$ cat src/rtl/arc4_sched.sv
// ARC4 top-level sequencer: accepts a key, runs init -> KSA -> PRGA in order,
// and grants the single-port S RAM to exactly one stage at a time.
module arc4_sched #(
  parameter int unsigned KEY_W  = 24,
  parameter int unsigned ADDR_W = 8,
  parameter int unsigned DATA_W = 8
) (
  input  logic              clk,
  input  logic              rst_n,
  output logic              rdy,
  input  logic              en,
  input  logic [KEY_W-1:0]  key,
  output logic              init_en,
  output logic              ksa_en,
  output logic              prga_en,
  input  logic              init_rdy,
  input  logic              ksa_rdy,
  input  logic              prga_rdy,
  output logic [KEY_W-1:0]  ksa_key,
  output logic [KEY_W-1:0]  prga_key,
  input  logic [ADDR_W-1:0] init_addr,
  input  logic [ADDR_W-1:0] ksa_addr,
  input  logic [ADDR_W-1:0] prga_addr,
  input  logic [DATA_W-1:0] init_din,
  input  logic [DATA_W-1:0] ksa_din,
  input  logic [DATA_W-1:0] prga_din,
  input  logic              init_wren,
  input  logic              ksa_wren,
  input  logic              prga_wren,
  output logic [ADDR_W-1:0] s_addr,
  output logic [DATA_W-1:0] s_din,
  output logic              s_wren,
  output logic [1:0]        phase
);

  typedef enum logic [2:0] {
    IDLE       = 3'd0,
    INIT_START = 3'd1,
    INIT_RUN   = 3'd2,
    KSA_START  = 3'd3,
    KSA_RUN    = 3'd4,
    PRGA_START = 3'd5,
    PRGA_RUN   = 3'd6
  } state_t;

  localparam logic [1:0] PH_NONE = 2'd0;
  localparam logic [1:0] PH_INIT = 2'd1;
  localparam logic [1:0] PH_KSA  = 2'd2;
  localparam logic [1:0] PH_PRGA = 2'd3;

  state_t           state;
  logic             guard;
  logic [KEY_W-1:0] key_q;

  // Sequencer; guard masks the stage's stale rdy in the first RUN cycle.
  always_ff @(posedge clk or negedge rst_n) begin
    if (!rst_n) begin
      state <= IDLE;
      rdy   <= 1'b0;
      phase <= PH_NONE;
      guard <= 1'b0;
      key_q <= '0;
    end else begin
      case (state)
        IDLE: begin
          rdy <= 1'b1;
          if (rdy && en) begin
            key_q <= key;
            rdy   <= 1'b0;
            phase <= PH_INIT;
            state <= INIT_START;
          end
        end
        INIT_START: begin
          if (init_rdy) begin
            state <= INIT_RUN;
            guard <= 1'b1;
          end
        end
        INIT_RUN: begin
          if (guard) begin
            guard <= 1'b0;
          end else if (init_rdy) begin
            phase <= PH_KSA;
            state <= KSA_START;
          end
        end
        KSA_START: begin
          if (ksa_rdy) begin
            state <= KSA_RUN;
            guard <= 1'b1;
          end
        end
        KSA_RUN: begin
          if (guard) begin
            guard <= 1'b0;
          end else if (ksa_rdy) begin
            phase <= PH_PRGA;
            state <= PRGA_START;
          end
        end
        PRGA_START: begin
          if (prga_rdy) begin
            state <= PRGA_RUN;
            guard <= 1'b1;
          end
        end
        PRGA_RUN: begin
          if (guard) begin
            guard <= 1'b0;
          end else if (prga_rdy) begin
            phase <= PH_NONE;
            rdy   <= 1'b1;
            state <= IDLE;
          end
        end
        default: begin
          state <= IDLE;
          phase <= PH_NONE;
          guard <= 1'b0;
          rdy   <= 1'b0;
        end
      endcase
    end
  end

  // Start strobes follow the stage's rdy so a stalled start is withheld, not lost.
  always_comb begin
    init_en = 1'b0;
    ksa_en  = 1'b0;
    prga_en = 1'b0;
    case (state)
      INIT_START: init_en = init_rdy;
      KSA_START:  ksa_en  = ksa_rdy;
      PRGA_START: prga_en = prga_rdy;
      default: ;
    endcase
  end

  // Zero-latency RAM mux keyed on the current grant.
  always_comb begin
    s_addr = '0;
    s_din  = '0;
    s_wren = 1'b0;
    case (phase)
      PH_INIT: begin
        s_addr = init_addr;
        s_din  = init_din;
        s_wren = init_wren;
      end
      PH_KSA: begin
        s_addr = ksa_addr;
        s_din  = ksa_din;
        s_wren = ksa_wren;
      end
      PH_PRGA: begin
        s_addr = prga_addr;
        s_din  = prga_din;
        s_wren = prga_wren;
      end
      default: ;
    endcase
  end

  assign ksa_key  = key_q;
  assign prga_key = key_q;

endmodule

$ cat config.mk
export PLATFORM = sky130hd
export DESIGN_NAME = arc4_sched
export DESIGN_NICKNAME = d
export VERILOG_FILES = /design/src/rtl/arc4_sched.sv
export SDC_FILE = /design/constraint.sdc
export NUM_CORES = 1
export LEC_CHECK = 0
export CAP_MARGIN = 20
export CORE_MARGIN = 2
export CORE_UTILIZATION = 38
export CTS_BUF_LIST = sky130_fd_sc_hd__clkbuf_8
export DETAILED_ROUTE_END_ITERATION = 16
export GPL_TIMING_DRIVEN = 0
export PLACE_DENSITY = 0.95
export SLEW_MARGIN = 25
export SYNTH_ARGS = -nofsm -noshare
export SYNTH_HDL_FRONTEND = slang
export SYNTH_SLANG_ARGS = --single-unit
$ cat constraint.sdc
create_clock -name clk -period 3.6 [get_ports clk]
set_input_delay 0.9 -clock clk [delete_from_list [all_inputs] [get_ports clk]]
set_output_delay 0.9 -clock clk [all_outputs]
set_load 0.01 [all_outputs]
==> flow_metrics.tcl <==
set metrics [dict create \
    htreeDepth 2 \
    crit_arrival_ns 2.27 \
    stdcell_count 400 \
    clock_skew_ns 0.005682 \
    slew_viol_final 0 \
    routedWlPerCell_um 16.33 \
    grt_use_total_pct 22.43 \
    nets 410 \
    initial_core_util_pct 39.34 \
    leakage_uw 0.001586 \
    reg2reg_from "rdy" \
    powerDensity_nw_per_um2 855.7 \
    dieArea_um2 5886 \
    highest_layer "met4" \
    cts_tree "done" \
    hp-class "reg2reg" \
    wl_mm 6.530 \
    drc 0 \
    fillers 378 \
    m1WireLength_mm 2.495 \
    ant_nets 0 \
    drt-initial-drc-count 81 \
    die_x_um 76.72 \
    rows 26 \
    clock_sinks 31 \
    cts_root_buf "clkbuf_8" \
    maxCapViolCount 0 \
    worst_setup_path_end_kind "output pin" \
    coreArea_um2 5107 \
    outcome "completed" \
    routabilityCongestion 0.8851 \
    hold_viol_final 0 \
    num_antenna_cells 0 \
    drive_gt1_share_pct 25.76 \
    setup_viol 0 \
    slew_headroom_pct 52.83 \
    period_needed_ns 3.175 \
    r2r_cells 4 \
    synth_nets 252 \
    cp-endpoint "s_addr[5]" \
    final_common_cell "clkdlybuf4s50_1" \
    grt_max_degree 32 \
    cp_cell_sequence "clkdlybuf4s50_1 > mux2_2 > a22o_1 > clkdlybuf4s50_1" \
    worstMarginPinSlew_ns 0.7075 \
    total_power_uw 3169 \
    max_stage_delay_ns 0.48 \
    layout_common_cells "clkdlybuf4s50_1, dfrtp_1, buf_4" \
    grt_pass1_vias 2025 \
    clk-insertion-delay-late_ns 0.28 \
    syn_area_um2 2009 \
    r2r-end "ksa_key[6]" \
    start_kind "primary input" \
    areaGrowthSynthToFinish_pct 84.31 \
    antenna_found_initial 0 \
    ys_seq_area_share_pct 38.61 \
    grt_pass1_wl_mm 10.52 \
    vias_per_cell 4.890 \
    cp-startpoint "init_addr[5]" \
    ys_types 30 \
    met2_length_mm 3.683 \
    fmax_ghz 0.3150 \
    yosysWarnings 0 \
    die_y_um 76.72 \
    fin_crit_sh_pct 88.18 \
    cts_hold_buf 0 \
    cp_top_family "buffers and inverters" \
    wl_met3_um 292 \
    io_buffers 151 \
    required_ns 2.70 \
    cp_slowest_cell "clkdlybuf4s50_1" \
    r2r_slack_ns 1.88 \
    cts_buffers 5 \
    detailed_place_hpwl_mm 5.216 \
    cts-resized-gates 0 \
    ios 152 \
    ir_drop_uv 412.9 \
    ys_ff_latch 31 \
    clock_path_buffers 2 \
    path_buf_inv 2 \
    rsz0062_at_grt "no" \
    first_pass_iters 4 \
    critPathMostFrequentCell "clkdlybuf4s50_1" \
    path_clk_slew_ns 0.06 \
    vias 1956 \
    tns_ns 0 \
    path_max_fanout 1 \
    syn_avg_cell_area_um2 11.75 \
    place_inst 392 \
    critPathKind "in2out" \
    globalRouteOverflowTotal 0 \
    path_depth 4 \
    synthCells 171 \
    cts_setup_buffers 0 \
]
[kinds of logic (layout without fill, tap and decap cells)]
group,count (synthesis),in the layout,synth area share (%)
AO/OA/AOI/OAI,41,41,15.50
buffers and inverters,38,197,12.76
flip-flops,31,31,38.61
multiplexers,43,43,27.58
AND/OR/NAND/NOR,18,18,5.541
[metal layers]
layer	global-route usage, %	vias up
met4	5.091	0
li1	-	913
met3	4.471	7
met1	25.35	966
met5	0	-
met2	42.89	70
[synthesized netlist by cell type]
cell	count	share of area, %
a211oi_1	1	0.37
a21o_1	2	0.75
a21oi_1	9	2.2
a221oi_2	1	0.75
a22o_1	18	7.8
a22oi_1	1	0.37
a311oi_1	1	0.44
and3_1	2	0.62
buf_2	7	1.7
buf_4	24	9.0
buf_6	2	1.1
clkbuf_1	3	0.56
dfrtp_1	31	39
inv_1	2	0.37
mux2_2	23	13
mux2_4	19	14
mux2i_1	1	0.50
nand2_1	3	0.56
nand2b_1	3	0.93
nor2_1	3	0.56
nor2b_1	4	1.2
nor3_1	1	0.25
nor4_4	1	1.1
o21a_1	1	0.37
o21ai_0	3	0.75
o221ai_1	1	0.44
o22ai_1	1	0.31
o2bb2ai_1	1	0.44
o31a_1	1	0.44
or3_1	1	0.31
[state kept, by name, indices dropped and copies added (netlist names)]
signal / cells
guard: 1
ksa_key: 24
phase: 2
rdy: 1
state: 3
[area by class of cell]
| type | count | area (µm²) | share of cell area, % |
|---|---|---|---|
| Inverter | 2 | 7.507 | 0.2027 |
| Sequential cell | 31 | 775.7 | 20.95 |
| Buffer | 36 | 249.0 | 6.723 |
| Timing Repair Buffer | 151 | 1506 | 40.68 |
| Tap cell | 70 | 87.58 | 2.365 |
| Clock buffer | 7 | 96.34 | 2.601 |
| Multi-Input combinational cell | 102 | 977.2 | 26.39 |
| Clock inverter | 1 | 3.754 | 0.1014 |
[power breakdown]
group | internal, µW | total, µW | switching, µW
registers | 527 | 695 | 168
logic | 1370 | 2180 | 809
clock network | 172 | 299 | 127
[through the flow]
stage | cell area (µm²) | hold WS, ns | setup slack [ns] | utilization (%)
finish | 3704 | 0.5400 | 0.4254 | 72.51
detailed placement | 3603 | 0.5324 | 0.4199 | 70.55
CTS | 3704 | 0.5462 | 0.4144 | 72.51
global route | 3704 | 0.5611 | 0.2826 | 72.51
global placement | 3608 | 0.5179 | 0.4159 | 70.65
floorplan | 2009 | 0.5405 | 1.300 | -
[worst register-to-register path: stages (launching register included)]
cell     delay [ns]
dfrtp_1        0.44
nand2_1        0.16
nor4_4         0.42
buf_6          0.25
mux2_4         0.33
[worst min path at each step]
stage,from,cells after the start,to
3_3_place_gp,ksa_key[13],1,ksa_key[13]
3_5_place_dp,ksa_key[18],1,ksa_key[18]
4_1_cts,ksa_key[13],1,ksa_key[13]
6_report,ksa_key[14],1,ksa_key[14]
5_1_grt,ksa_key[13],1,ksa_key[13]
2_1_floorplan,guard,1,guard
No activity file was read; power rests on OpenSTA's default activity.
